==> src/rtl/hazard_pkg.sv <==
// Shared widths and index types for the hazard/scoreboard logic beside decode.
package hazard_pkg;

  localparam int REG_W  = 5;
  localparam int LAT_W  = 6;
  localparam int UNIT_W = 1;

  typedef logic [REG_W-1:0]  reg_idx_t;
  typedef logic [LAT_W-1:0]  lat_t;
  typedef logic [UNIT_W-1:0] unit_idx_t;

endpackage

==> src/rtl/sb_counter.sv <==
// Countdown cell for one scoreboard entry: a load wins over the decrement,
// and the entry is busy/pending while the count is non-zero.
module sb_counter #(
  parameter int W = hazard_pkg::LAT_W
) (
  input  logic         clk_i,
  input  logic         rst_ni,
  input  logic         load_i,
  input  logic [W-1:0] load_val_i,
  output logic         nz_o
);

  logic [W-1:0] cnt;

  always_ff @(posedge clk_i or negedge rst_ni) begin
    if (!rst_ni) begin
      cnt <= '0;
    end else if (load_i) begin
      cnt <= load_val_i;
    end else if (cnt != '0) begin
      cnt <= cnt - W'(1);
    end
  end

  assign nz_o = (cnt != '0);

endmodule

==> src/rtl/hazard_scoreboard.sv <==
// Register/unit scoreboard for multi-cycle units, merged with the single-cycle
// hazard stall so this block is the only stall/flush source for F/D/E.
module hazard_scoreboard
  import hazard_pkg::*;
#(
  parameter int NUM_REGS  = 32,
  parameter int REG_W     = hazard_pkg::REG_W,
  parameter int NUM_UNITS = 2,
  parameter int UNIT_W    = hazard_pkg::UNIT_W,
  parameter int LAT_W     = hazard_pkg::LAT_W,
  parameter int PERF_W    = 32
) (
  input  logic                 clk_i,
  input  logic                 rst_ni,
  input  logic [REG_W-1:0]     rs_d_i,
  input  logic [REG_W-1:0]     rt_d_i,
  input  logic                 rs_used_d_i,
  input  logic                 rt_used_d_i,
  input  logic                 issue_d_i,
  input  logic [UNIT_W-1:0]    issue_unit_d_i,
  input  logic [LAT_W-1:0]     issue_lat_d_i,
  input  logic [REG_W-1:0]     issue_dst_d_i,
  input  logic                 base_stall_i,
  input  logic                 flush_d_i,
  output logic                 stall_f_o,
  output logic                 stall_d_o,
  output logic                 flush_e_o,
  output logic [NUM_REGS-1:0]  pend_o,
  output logic [NUM_UNITS-1:0] unit_busy_o,
  output logic [PERF_W-1:0]    stall_cnt_o
);

  localparam int REG_SPAN  = 1 << REG_W;
  localparam int UNIT_SPAN = 1 << UNIT_W;

  logic [NUM_REGS-1:0]  pend;
  logic [NUM_UNITS-1:0] busy;
  logic [REG_SPAN-1:0]  pend_ext;
  logic [UNIT_SPAN-1:0] busy_ext;
  logic                 raw_hit;
  logic                 waw_hit;
  logic                 struct_hit;
  logic                 sb_stall;
  logic                 stall;
  logic                 accept;
  logic [PERF_W-1:0]    stall_cnt;

  // Register 0 is hardwired, so it never gets a counter.
  assign pend[0] = 1'b0;

  for (genvar r = 1; r < NUM_REGS; r++) begin : g_reg
    sb_counter #(.W(LAT_W)) u_reg_cnt (
      .clk_i      (clk_i),
      .rst_ni     (rst_ni),
      .load_i     (accept && (issue_dst_d_i == REG_W'(r))),
      .load_val_i (issue_lat_d_i),
      .nz_o       (pend[r])
    );
  end

  for (genvar u = 0; u < NUM_UNITS; u++) begin : g_unit
    sb_counter #(.W(LAT_W)) u_unit_cnt (
      .clk_i      (clk_i),
      .rst_ni     (rst_ni),
      .load_i     (accept && (issue_unit_d_i == UNIT_W'(u))),
      .load_val_i (issue_lat_d_i),
      .nz_o       (busy[u])
    );
  end

  // Zero-extended views so out-of-range indices read as "not pending/busy".
  always_comb begin
    pend_ext = '0;
    pend_ext[NUM_REGS-1:0] = pend;
    busy_ext = '0;
    busy_ext[NUM_UNITS-1:0] = busy;
  end

  always_comb begin
    raw_hit    = (rs_used_d_i && pend_ext[rs_d_i]) ||
                 (rt_used_d_i && pend_ext[rt_d_i]);
    waw_hit    = issue_d_i && pend_ext[issue_dst_d_i];
    struct_hit = issue_d_i && busy_ext[issue_unit_d_i];
    sb_stall   = raw_hit || waw_hit || struct_hit;
    stall      = sb_stall || base_stall_i;
  end

  // A zero latency marks a single-cycle op; a flushed D never updates state.
  assign accept = issue_d_i && !stall && !flush_d_i && (issue_lat_d_i != '0);

  always_ff @(posedge clk_i or negedge rst_ni) begin
    if (!rst_ni) begin
      stall_cnt <= '0;
    end else if (sb_stall && (stall_cnt != {PERF_W{1'b1}})) begin
      stall_cnt <= stall_cnt + PERF_W'(1);
    end
  end

  assign stall_f_o   = stall;
  assign stall_d_o   = stall;
  assign flush_e_o   = stall;
  assign pend_o      = pend;
  assign unit_busy_o = busy;
  assign stall_cnt_o = stall_cnt;

endmodule

==> config.mk <==
export PLATFORM = sky130hd
export DESIGN_NAME = hazard_scoreboard
export DESIGN_NICKNAME = d
export VERILOG_FILES = /design/src/rtl/hazard_pkg.sv /design/src/rtl/sb_counter.sv /design/src/rtl/hazard_scoreboard.sv
export SDC_FILE = /design/constraint.sdc
export NUM_CORES = 1
export LEC_CHECK = 0
export ABC_AREA = 1
export BUFFER_PORTS_ARGS = -buffer_cell sky130_fd_sc_hd__buf_2
export CAP_MARGIN = 20
export CORE_MARGIN = 2
export CORE_UTILIZATION = 40
export CTS_BUF_LIST = sky130_fd_sc_hd__clkbuf_4 sky130_fd_sc_hd__clkbuf_8 sky130_fd_sc_hd__clkbuf_16
export DETAILED_ROUTE_END_ITERATION = 10
export GPL_TIMING_DRIVEN = 0
export MAX_ROUTING_LAYER = met4
export PLACE_DENSITY = 0.58
export REMOVE_ABC_BUFFERS = 1
export SETUP_SLACK_MARGIN = 0.1
export SLEW_MARGIN = 5
export SYNTH_ARGS = -nofsm -noshare
export SYNTH_HDL_FRONTEND = slang
export SYNTH_SLANG_ARGS = --single-unit
==> constraint.sdc <==
create_clock -name clk_i -period 3.36 [get_ports clk_i]
set_input_delay 0.504 -clock clk_i [delete_from_list [all_inputs] [get_ports clk_i]]
set_output_delay 0.504 -clock clk_i [all_outputs]
set_load 0.02 [all_outputs]
==> results of run 1 <==
==> layout make-up <==
cell class              instances  area [um2]  area share [%]
multi-input cells            1472        8506           46.79
clock inverters                 6       82.58          0.4543
diodes                          1       2.502         0.01377
inverters                     316        1197           6.587
well taps                     511       639.4           3.517
clock buffers                  43       903.4           4.970
repair buffers                150        1091           6.002
flip-flops and latches        230        5756           31.66
==> flip-flops by register name (all words and copies together), names as in the netlist <==
register               flops
g_unit.u_unit_cnt.cnt     12
stall_cnt_o               32
g.u_reg_cnt.cnt          186
==> metal layers <==
metal	global-route usage, %	up-vias
li1	-	6869
met1	29.53	6488
met2	36.38	285
met3	3.461	80
met4	6.831	0
met5	-	-
==> worst max-delay path by stage <==
stage	start	end	slack (ps)	cells past startpoint
finish	g_reg[14].u_reg_cnt.cnt[1]	stall_d_o	240	16
global route	g_reg[31].u_reg_cnt.cnt[1]	stall_f_o	40	15
CTS	g_reg[10].u_reg_cnt.cnt[0]	stall_d_o	100	16
detailed placement	issue_dst_d_i[4]	stall_cnt_o[5]	-1060	15
global placement	issue_dst_d_i[4]	g_unit[1].u_unit_cnt.cnt[4]	-5290	11
floorplan	g_reg[11].u_reg_cnt.cnt[0]	g_unit[1].u_unit_cnt.cnt[1]	-1500	17
==> cell usage in the layout, fill, tap and decap left out, drive strengths merged, types with 2 or more instances in the layout <==
| cell type | n |
|---|---|
| nand2 | 500 |
| inv | 311 |
| dfrtp | 230 |
| nand3 | 226 |
| nor2 | 212 |
| buf | 149 |
| o21ai | 139 |
| xor2 | 92 |
| xnor2 | 65 |
| nor3 | 49 |
| nand4 | 49 |
| clkbuf | 43 |
| ha | 35 |
| or2 | 25 |
| o22ai | 24 |
| a21oi | 16 |
| nor3b | 15 |
| clkinv | 8 |
| nor4 | 7 |
| a21boi | 5 |
| a31oi | 5 |
| and3 | 4 |
| nand3b | 2 |
| bufinv | 2 |
==> cell usage after synthesis, drive strengths merged <==
library cell,number,share of area [%]
inv,311,7.6
a21oi,16,0.52
xor2,92,5.2
nor3b,15,0.76
nand3,226,7.6
ha,35,2.8
or2,25,1.0
o21ai,139,4.5
or4,1,0.049
xnor2,65,3.7
clkinv,5,0.12
nand4,49,4.0
nor3,49,1.6
clkbuf,23,0.56
nand2,500,12
buf,60,2.8
a21boi,5,0.24
nor2,211,5.3
a31oi,5,0.20
and3,4,0.16
nand3b,2,0.098
dfrtp,230,37
nor4,7,0.28
o22ai,24,0.98
conb,1,0.024
==> where the power goes <==
part,total (mW),internal (mW),switching (mW)
registers,5.23,4.13,1.09
clock network,3.25,1.99,1.25
logic,7.65,3.38,4.27
==> worst max-delay path, delay by kind of cell, from the launching register on <==
kind / cells / cell delay (ps)
AND/OR/NAND/NOR: 11 / 1130
flip-flops: 1 / 390
buffers and inverters: 4 / 350
adder cells (fa/ha/maj): 1 / 170
==> cells by family after synthesis <==
| family | Yosys count | share of synthesized area [%] |
|---|---|---|
| and+or+nand+nor | 1089 | 33.22 |
| buffers and inverters | 399 | 11.07 |
| DFF | 230 | 37.43 |
| AOI/OAI and AO/OA | 189 | 6.469 |
| xor gates and xnor gates | 157 | 8.942 |
| adders and majority gates | 35 | 2.848 |
| other | 1 | 0.02439 |
==> timing repair <==
| item | in CTS | in global routing |
|---|---|---|
| gates resized for setup | 51 | 81 |
| pin swaps | 9 | 17 |
| setup buffers | 16 | 27 |
| setup endpoints to repair | 231 | 25 |
| hold endpoints to repair | 78 | 0 |
| hold buffers | 1 | 0 |
| cloned | 1 | 0 |
==> results.md, run 1 <==
Clocking:
- The sink count of the clock tree is 230.
- Counting the buffers created by CTS gives 30.
- Clock-pin slew was measured on the worst setup and hold paths at 60 ps.
- No sink is reached through more buffers than the 3 on the longest clock path.
- The cell sitting at the root of the clock tree is a sky130_fd_sc_hd__clkbuf_16.
- The clock tree from TritonCTS is yes.
- The H-tree depth is 1.
- The clock latency at the later pin of the worst-skew pair is about 570 ps.

Route:
- Wires add up to ~44 mm.
- The remaining design rule violation count is 0.
- The number of antenna-violating nets in the routed design is 0.
- The final routed wire length divided by cell count is between 15 and 20 um.
- The first routing iteration left just under 800 violations.
- The final route contains approximately 14000 vias.
- The length of routed wiring on met1 is 19.97 mm.
- Using the TritonRoute via totals, the vias-per-cell ratio works out to about 5.
- After detailed routing, the met3 layer carries about 2.0 mm of wire.
- The detailed-routing iteration count for the pre-antenna-repair pass is 5.
- The total length of routed met2 wires is around 20 mm.
- The top layer reached by signal wires is met4.

Floorplan:
- The floorplan die area is 0.04003 mm2.
- The standard-cell row count is 71.
- For this design the top-level I/O count stands at 98.
- The floorplan die width is 200.1 um.
- The core footprint is 0.03776 mm2.
- Measured along the y axis, the die boundary spans about 200 um.
- The initial cell density of the core is about two fifths.

GRT:
- The maximum number of pins on one net before global-route repair is 94.
- The global routing usage summed across all routing layers is a little under a quarter.
- The initial antenna violation count is 1.
- The first-pass GRT wire length is slightly below 70 mm.
- The number of global-route vias before repair is roughly 13000.
- The aggregate global routing overflow is 0.

Placement:
- Summed over all nets, the half-perimeter wirelength after detailed placement is ~29 mm.
- The setup slack after placement is -1060 ps.
- After detailed placement, the total cell area comes to about 0.016 mm2.
- The congestion estimate from routability-driven global placement came to between 0.8 and 0.9.
- The count of port buffers added during placement is 96.
- Including well taps, the total number of placed cells is 2634.

Synthesis:
- The Yosys warning count is 0.
- After synthesis, the netlist uses 37 different library cells.
- The cell area after technology mapping is between 0.015 and 0.02 mm2.
- In the synthesized netlist, the number of instances is 2100.
- The synthesized area divided by synthesized cell count is around 7.3 um2.
- The sequential area share after synthesis is 37.43%.
- The number of synthesized register bits is 230.

Critical path:
- In this run the critical register-to-register path is launched from g_reg[14].u_reg_cnt.cnt[1].
- The endpoint of the worst register-to-register path is g_reg[11].u_reg_cnt.cnt[5].
- The worst register-to-register path has a depth of 20.
- The signal on the critical path passes through inv_1 > ha_2 > inv_1 > nor2_4 > nand3_4 > nand2_1 > nand3_1 > nand3_1 > nand3_1 > nand2_1 > nand2_1 > nand3_2 > nand3_4 > nor2_1 > inv_1 > buf_2.
- The worst setup path is of the flop to output pin kind.
- Along the worst path, the maximum fanout reaches 4.
- The worst setup path is launched from a flop.
- The setup check on the worst reg-to-reg path leaves a slack of approximately 420 ps.
- The delay of the slowest cell on the worst path is 390 ps.
- STA puts the critical path data required time at ~2900 ps.
- The cell with the largest stage delay on the worst path is sky130_fd_sc_hd__dfrtp_1.
- The type of element capturing the critical path is an output pin.
- At the worst endpoint, the arrival time is between 2000 and 3000 ps.

Timing:
- Setup violations remaining at the end of the flow were counted as 0.
- The least setup slack across all paths after layout is 238.3 ps.
- The fmax is roughly 320 MHz.
- For the final routed database, the setup TNS stands at 0 ps.
- The share of the clock period used by the worst path after layout is approximately 93%.
- The transition at the pin with the smallest max-transition slack is between 900 and 1000 ps.
- Headroom to the max-slew limit came out at about two fifths.
- The final critical delay including setup and external delays is 3122 ps.
- Setup repair after global routing could not meet its margin everywhere.
- The max-slew violation total from the final report came to 0.
- Hold timing on the final database bottoms out at a slack of 241.5 ps.
- The worst clock skew on the final layout is 11.78 ps.
- The final-report hold violation count is 0.

Pwr:
- The power per unit of standard cell area is 887.0 mW/mm2.
- The analysis attributes to cell leakage a power of 9.213 nW.
- VDD sags by at most between 0.4 and 0.5 mV.
- The design draws between 15 and 20 mW.

Layout:
- In the final layout, the share of cells above drive strength 1 is between 10% and 20%.
- The filler cells instantiated in the layout total 3736.
- The design area is around 0.018 mm2.
- The area growth from synthesis to layout is 18.21%.
- The post-layout instance count excluding filler cells is about 2700.
- Once layout is complete, the utilization of the core stands at approximately 48%.
- For this run, the post-layout net count is between 2000 and 2500.

Run:
- Max-cap violations in this run came to 0.

Min path:
- The start point of the worst hold path is issue_unit_d_i.
- The endpoint of the worst hold path is g_unit[1].u_unit_cnt.cnt[0].
- The path class of the tightest hold or removal check is input pin to flop.
- The cell depth of the worst min-delay path is 4.

Run status:
- The run finished with clean final reports.
Power figures use the tool's default switching activity.
==> run 2: changes to the inputs <==
--- a/config.mk
+++ b/config.mk
@@ -6,15 +6,16 @@
 export NUM_CORES = 1
 export LEC_CHECK = 0
 export ABC_AREA = 1
-export BUFFER_PORTS_ARGS = -buffer_cell sky130_fd_sc_hd__buf_2
 export CAP_MARGIN = 20
 export CORE_MARGIN = 2
 export CORE_UTILIZATION = 40
 export CTS_BUF_LIST = sky130_fd_sc_hd__clkbuf_4 sky130_fd_sc_hd__clkbuf_8 sky130_fd_sc_hd__clkbuf_16
 export DETAILED_ROUTE_END_ITERATION = 10
+export DONT_BUFFER_PORTS = 1
 export GPL_TIMING_DRIVEN = 0
 export MAX_ROUTING_LAYER = met4
-export PLACE_DENSITY = 0.58
+export PLACE_DENSITY = 0.56
+export RECOVER_POWER = 100
 export REMOVE_ABC_BUFFERS = 1
 export SETUP_SLACK_MARGIN = 0.1
 export SLEW_MARGIN = 5
==> run 2 against run 1 <==
Compared with the run above:
- the run now ends with negative hold slack, negative setup slack left
- register-to-register slack got worse by 370 ps
- maximum frequency fell by 9.4%
- global-route usage rose by 0.20 points
- critical path depth fell by 3
==> results.md, run 2 (synthesis results as in run 1) <==
Pwr:
- The part of the total power dissipated in sequential elements is approximately a third.
- The cell-internal power is around 9.3 mW.
- The switching part of the total is approximately 41%.
- The leakage power figure is about 9.3 nW.
- For this design the total switching power over the nets is between 6 and 7 mW.
- Across the VDD grid, the largest voltage drop is roughly 0.43 mV.
- The clock share of power is between 20% and 30%.
- The total power is approximately 16 mW.
- The power per unit of standard cell area is ~860 mW/mm2.
- The share of total power dissipated in combinational logic is a little under half.

Route:
- The final routed wire length divided by cell count is roughly 18 um.
- The routed wire length is about 47 mm.
- The detailed-routing iteration count for the pre-antenna-repair pass is 5.
- For this block, the via count after detailed routing is roughly 14000.
- The first routing iteration left 894 violations.
- The detail route stage leaves a number of antenna-violating nets equal to 0.
- The average via count per standard cell is about 5.2.
- The remaining design rule violation count is 0.

Layout:
- The post-route netlist has roughly 15% of its cells at a drive strength greater than 1.
- Counting flops per register, the top entry is g.u_reg_cnt.cnt.
- Registers take about 0.0058 mm2.
- The number of antenna diodes in the final layout is 0.
- In the final design database the tool counted around 2200 nets.
- The utilization after layout is about 49%.
- The post-layout instance count excluding filler cells is 2658.
- The filler cells instantiated in the layout total around 3700.
- The multi-input combinational cells in the finished layout cover a total of 0.008901 mm2.
- The number of flip-flops in the largest register is approximately 190.
- In the layout the commonest cells are 474 x sky130_fd_sc_hd__nand2_1, 293 x sky130_fd_sc_hd__inv_1, 230 x sky130_fd_sc_hd__dfrtp_1.
- The area added between synthesis and finish is 19.40%.
- The most common library cell in the layout ignoring fill and taps is sky130_fd_sc_hd__nand2_1.

Floorplan:
- The floorplan die area is between 0.04 and 0.05 mm2.
- The height of the die is around 200 um.
- The core region is around 0.038 mm2.
- The initial cell density of the core is just over 40%.
- The floorplan die width is 200.1 um.
- Row generation in the floorplan step produced 71 rows.
- The top-level port count is between 90 and 100.

Clocking:
- The clock tree from TritonCTS is yes.
- The H-tree depth is 1.
- The sink count of the clock tree is 230.
- Clock-pin slew was measured on the worst setup and hold paths at approximately 60 ps.
- The number of CTS-inserted buffers is 29.
- The cell at the root of the clock tree is sky130_fd_sc_hd__clkbuf_16.
- The later pin in the worst-skew pair is clocked with a latency of 570 ps.
- The clock passes through at most 3 buffers.

Timing:
- The final hold slack is -358.6 ps.
- The share of the clock period used by the worst path after layout is 102.6%.
- The fmax is around 290 MHz.
- For the final database, setup skew stands at slightly below 9 ps.
- The worst slew margin relative to its limit is 25.84%.
- The smallest clock period supported by the final layout is computed as ~3400 ps.
- Setup repair after global routing could not meet its margin everywhere.
- At the pin with the least slew margin, the transition time is approximately 1100 ps.
- Setup violations remaining at the end of the flow were counted as 3.
- The final-report hold violation count was 230.
- The max-slew violation total from the final report is 0.
- The least setup slack across all paths after layout is -87.19 ps.

Run status:
- The run finished, with violations left.
- The checks that failed: negative hold slack, negative setup slack.

GRT:
- The initial antenna violation count is 0.
- The global routing usage summed across all routing layers is 22.83%.
- The maximum number of pins on one net before global-route repair is approximately 230.
- The first global-routing pass estimated ~70 mm of wire.
- After global routing the overflow that remains totals 0.
- The number of global-route vias before repair came to between 10000 and 15000.

Critical path:
- The startpoint identified for the worst register-to-register timing path is g_reg[31].u_reg_cnt.cnt[1].
- The worst setup path is of the flop to output pin kind.
- The worst setup path is launched from a flop.
- Along the worst path, the maximum fanout reaches 8.
- In this run the critical register-to-register path is captured at g_reg[27].u_reg_cnt.cnt[4].
- Data on the critical path arrives at its endpoint at 2940 ps.
- The count of cells along the worst register-to-register path is 18.
- The type of element capturing the critical path is an output pin.
- Data on the critical path is required at its endpoint by 2860 ps.
- The internal reg-to-reg setup slack is 50 ps.

Run:
- Across the run, the number of max-cap violations was 0.

Placement:
- The HPWL after detailed placement is 28.57 mm.
- The count of placed standard cells including taps is 2537.
- The global placement routability congestion is between 0.9 and 1.
- OpenSTA, run right after detailed placement, puts the worst setup slack at -663.8 ps.
- The count of port buffers added during placement is 0.

Min path:
- The path class of the tightest hold or removal check is input pin to async pin.
[run 2: cell count changes in the layout (fill, tap and decap cells not counted), moves of 18 or more]
cell and change:
sky130_fd_sc_hd__nand3_2 +18, sky130_fd_sc_hd__o21ai_1 -47, sky130_fd_sc_hd__ha_1 +20, sky130_fd_sc_hd__buf_2 -94
sky130_fd_sc_hd__buf_4 -22, sky130_fd_sc_hd__nand3_4 -18, sky130_fd_sc_hd__o21ai_2 +60, sky130_fd_sc_hd__nand2_1 -23
[run 2: layout make-up]
class / instances / area share, %
multi-input combinational: 1491 / 48.48
sequential: 230 / 31.35
inverter: 316 / 6.535
timing repair buffer: 60 / 4.825
clock buffer: 40 / 4.607
tap: 511 / 3.482
clock inverter: 10 / 0.7224
[run 2: what timing repair did]
action | CTS | global route
endpoints found under the hold margin | 230 | 230
gates cloned | 1 | 30
gates resized for setup | 28 | 178
pin swaps | 12 | 44
buffers inserted | 15 | 25
setup endpoints to repair | 231 | 195
[run 2: worst max path at each step]
stage / depth (start not counted) / startpoint / to / slack (ps)
floorplan: 17 / g_reg[11].u_reg_cnt.cnt[0] / g_unit[1].u_unit_cnt.cnt[1] / -1500
global placement: 10 / issue_dst_d_i[4] / g_unit[1].u_unit_cnt.cnt[3] / -4480
detailed placement: 19 / g_reg[10].u_reg_cnt.cnt[0] / stall_cnt_o[5] / -660
CTS: 13 / g_reg[31].u_reg_cnt.cnt[1] / stall_f_o / -110
global route: 13 / g_reg[31].u_reg_cnt.cnt[1] / stall_f_o / -260
finish: 13 / g_reg[19].u_reg_cnt.cnt[0] / stall_d_o / -90
[run 2: through the flow]
step           TNS [ps]  cell area, um2
3_5_place_dp     -76080           15700
6_report         -261.5           18360
2_1_floorplan    -98560           14860
4_1_cts          -322.8           16920
3_3_place_gp    -379770           15500
5_1_grt           -7771           18360
[run 2: power by group through the flow]
| stage | logic (mW) | registers, mW | clock network, mW |
|---|---|---|---|
| after floorplan | 5.48 | 5.02 | 0 |
| after global placement | 6.22 | 5.24 | 0 |
| after detailed placement | 6.46 | 5.26 | 0 |
| after CTS | 6.64 | 5.23 | 3.30 |
| after global routing | 8.37 | 5.43 | 3.42 |
| final | 7.25 | 5.24 | 3.24 |
[run 2: layer usage]
layer	global-route usage, %	vias to the layer above	wire, um
li1	-	6804	-
met1	28.99	6714	20680
met2	38.09	315	22210
met3	3.797	85	2745
met4	5.487	0	1143
met5	-	-	0
[run 2: critical path, cell delays in order, from the launching register on]
cell and delay (ps):
sky130_fd_sc_hd__dfrtp_1 360, sky130_fd_sc_hd__inv_1 110, sky130_fd_sc_hd__ha_1 230, sky130_fd_sc_hd__nand3_1 480, sky130_fd_sc_hd__nand2_1 230, sky130_fd_sc_hd__nand3_1 140, sky130_fd_sc_hd__nand3_1 110, sky130_fd_sc_hd__nand3_1 80
sky130_fd_sc_hd__nand2_1 100, sky130_fd_sc_hd__nand2_1 70, sky130_fd_sc_hd__nand3_2 110, sky130_fd_sc_hd__nand3_4 120, sky130_fd_sc_hd__nor2_4 150, sky130_fd_sc_hd__inv_6 90
==> run 3: changes to the inputs <==
--- a/config.mk
+++ b/config.mk
@@ -15,7 +15,7 @@
 export GPL_TIMING_DRIVEN = 0
 export MAX_ROUTING_LAYER = met4
 export PLACE_DENSITY = 0.56
-export RECOVER_POWER = 100
+export RECOVER_POWER = 50
 export REMOVE_ABC_BUFFERS = 1
 export SETUP_SLACK_MARGIN = 0.1
 export SLEW_MARGIN = 5
==> run 3 against run 2 <==
Compared with the run above:
- the flow still finishes with violations (negative hold slack, negative setup slack)
- non-clock buffer count unchanged
- sequential cell count unchanged
- total power about the same
- count of clock-buffer cells in the layout unchanged
- first-iteration DRC count down 3.6%
- maximum frequency up 0.23%
- design area about the same
- global-route usage unchanged
- critical endpoint unchanged
- highest routed layer unchanged
==> results.md, run 3 (synthesis results as in run 1) <==
Run status:
- The run finished, with violations left.
- The checks that failed: negative hold slack, negative setup slack.

Timing:
- For the final routed database, the setup TNS stands at -237.6 ps.
- The max-slew violation total from the final report is 0.
- Setup violations remaining at the end of the flow were counted as 3.
- In the post-route analysis, the smallest setup slack over all paths is -79.23 ps.
- The fmax is 290.8 MHz.
- The transition at the pin with the smallest max-transition slack is between 1000 and 1500 ps.
- The worst clock skew on the final layout is about 9.5 ps.
- The final-report hold violation count is 230.
- In this run the tightest slew margin relative to its limit is 26.10%.
- The final hold slack is -359.9 ps.
- The share of the clock period used by the worst path after layout is 102.4%.
- Setup repair after global routing could not meet its margin everywhere.
- For the finished layout, the period the worst path requires is 3439 ps.

Critical path:
- The critical register-to-register path startpoint is g_reg[31].u_reg_cnt.cnt[1].
- The worst endpoint data arrival time is between 2000 and 3000 ps.
- In this run the critical register-to-register path is captured at g_reg[27].u_reg_cnt.cnt[4].
- The element type at the critical path start is a flop.
- The worst setup path is of the flop to output pin kind.
- The most critical setup path has its endpoint at stall_d_o.
- The type of element capturing the critical path is an output pin.
- The critical path startpoint is g_reg[19].u_reg_cnt.cnt[0].
- The biggest fanout along the worst timing path is 8.
- Across all register-to-register paths, the minimum setup slack is ~60 ps.
- Data on the critical path is required at its endpoint by around 2900 ps.
- The count of cells along the worst register-to-register path is 18.

Layout:
- The design area is between 0.015 and 0.02 mm2.
- 0 antenna diodes ended up in the layout.
- Leaving out fill and tap cells, the most frequent cell in the layout is sky130_fd_sc_hd__nand2_1.
- Cells with a size suffix above 1 make up 15.51% of the layout.
- In the layout the commonest cells are 474 x sky130_fd_sc_hd__nand2_1, 292 x sky130_fd_sc_hd__inv_1, 230 x sky130_fd_sc_hd__dfrtp_1.
- The post-layout net count is about 2200.
- The area added between synthesis and finish is 19.46%.
- The utilization after layout is a little under 50%.
- The count of fill cells added during filler insertion is 3677.
- The number of flip-flops in the largest register is 186.
- The register with the most flip-flops in the final layout is g.u_reg_cnt.cnt.

Floorplan:
- The die is between 200 and 250 um wide.
- The die covers about 0.04 mm2.
- The core footprint is 0.03776 mm2.
- Measured along the y axis, the die boundary spans approximately 200 um.
- In this run the count of I/O pins placed on the die edge is 98.
- The standard-cell row count is 71.
- The initial cell density of the core is 40.73%.

Clocking:
- After clock tree synthesis, the clock-pin slew on the worst setup and hold paths is around 60 ps.
- The clock reaches the later pin of the worst-skew pair after between 500 and 600 ps.
- The clock tree from TritonCTS is yes.
- CTS placed an instance of sky130_fd_sc_hd__clkbuf_16 at the clock tree root.
- In this run the number of H-tree levels came out at 1.
- Clock tree synthesis inserted a total of 29 buffers.
- In this run the deepest clock path goes through 3 buffers.
- The sink count of the clock tree is 230.

Placement:
- At the end of routability-driven placement, the weighted congestion stood at between 0.9 and 1.
- Once placement finished, the instance area stood at about 0.016 mm2.
- The count of port buffers added during placement is 0.
- The final HPWL from detailed placement is ~29 mm.

Pwr:
- VDD sags by at most between 0.4 and 0.5 mV.
- For this design the static power due to leakage is a little over 9 nW.
- The power per unit of standard cell area is between 800 and 900 mW/mm2.
- After layout, the design draws a total of ~16 mW.

Route:
- After detailed routing, the average wire length per cell comes to roughly 18 um.
- The number of antenna-violating nets in the routed design is 0.
- Summed over all layers, the routed wires come to about 47 mm.
- Before antenna repair, the detailed router went through 6 iterations.
- After the first detailed-routing iteration, the DRC count stood at between 800 and 900.
- The routed layout has around 14000 vias.
- After detailed routing, the number of remaining DRC violations is 0.
- After detailed routing, the number of vias per cell comes to 5.241.

Run:
- The number of max-cap violations is 0.

GRT:
- The maximum number of pins on one net before global-route repair is ~230.
- The first global-routing pass estimated roughly 70 mm of wire.
- The initial antenna violation count was 0.
- The number of global-route vias before repair is ~13000.
- Global routing consumed, over all layers together, a little under a quarter of the routing resources.
- The aggregate global routing overflow is 0.

Min path:
- The class of the worst hold path is input pin to async pin.
==> run 3: report_power, final <==
part	leakage (nW)	internal, mW	switching, mW
sequential	2.80	4.13	1.11
combinational	6.00	3.24	4.03
clock	0.482	1.97	1.27
total	9.28	9.34	6.40
==> run 3: layout make-up <==
| type | instances | area (um2) | share of cell area (%) |
|---|---|---|---|
| Clock buffer | 40 | 845.8 | 4.604 |
| Clock inverter | 10 | 132.6 | 0.7220 |
| Inverter | 316 | 1200 | 6.532 |
| Multi-Input combinational cell | 1491 | 8911 | 48.51 |
| Sequential cell | 230 | 5756 | 31.33 |
| Tap cell | 511 | 639.4 | 3.480 |
| Timing Repair Buffer | 60 | 885.9 | 4.822 |
==> run 3: worst max-delay path: stages (launching register included) <==
cell and delay, ps:
sky130_fd_sc_hd__dfrtp_1 360, sky130_fd_sc_hd__inv_1 110, sky130_fd_sc_hd__ha_1 230, sky130_fd_sc_hd__nand3_1 480, sky130_fd_sc_hd__nand2_1 230, sky130_fd_sc_hd__nand3_1 140, sky130_fd_sc_hd__nand3_1 110, sky130_fd_sc_hd__nand3_1 80
sky130_fd_sc_hd__nand2_1 100, sky130_fd_sc_hd__nand2_1 70, sky130_fd_sc_hd__nand3_2 110, sky130_fd_sc_hd__nand3_4 120, sky130_fd_sc_hd__nor2_4 140, sky130_fd_sc_hd__inv_6 90
==> run 3: how the worst min path moves through the flow <==
stage | start | end | slack [ps] | cells past startpoint
2_1_floorplan | rst_ni | g_reg[10].u_reg_cnt.cnt[0] | 210 | 0
3_3_place_gp | rst_ni | g_reg[26].u_reg_cnt.cnt[4] | 220 | 0
3_5_place_dp | rst_ni | g_reg[26].u_reg_cnt.cnt[4] | 220 | 0
4_1_cts | rst_ni | g_reg[7].u_reg_cnt.cnt[5] | -380 | 0
5_1_grt | rst_ni | g_reg[20].u_reg_cnt.cnt[3] | -380 | 0
6_report | rst_ni | g_reg[26].u_reg_cnt.cnt[4] | -360 | 0
==> run 3: per-layer routing <==
layer	up-vias	global-route usage (%)	wire [um]
met5	-	-	0
met3	79	3.797	2706
li1	6805	-	-
met4	0	5.487	1105
met1	6737	28.99	20810
met2	309	38.09	22230
==> run 3: per-stage QoR <==
step	instances	worst slack (ps)
after floorplan	2017	-1501
after detailed placement	2537	-663.8
after global placement	2528	-4476
after CTS	2603	-107.6
after global routing	2658	-262.3
final	2658	-79.23
==> run 3: what timing repair did <==
item	CTS	global route
setup buffers	15	25
cloned	1	30
setup endpoints to repair	231	195
endpoints found under the hold margin	230	230
gates resized for setup	28	178
pin swaps	12	44
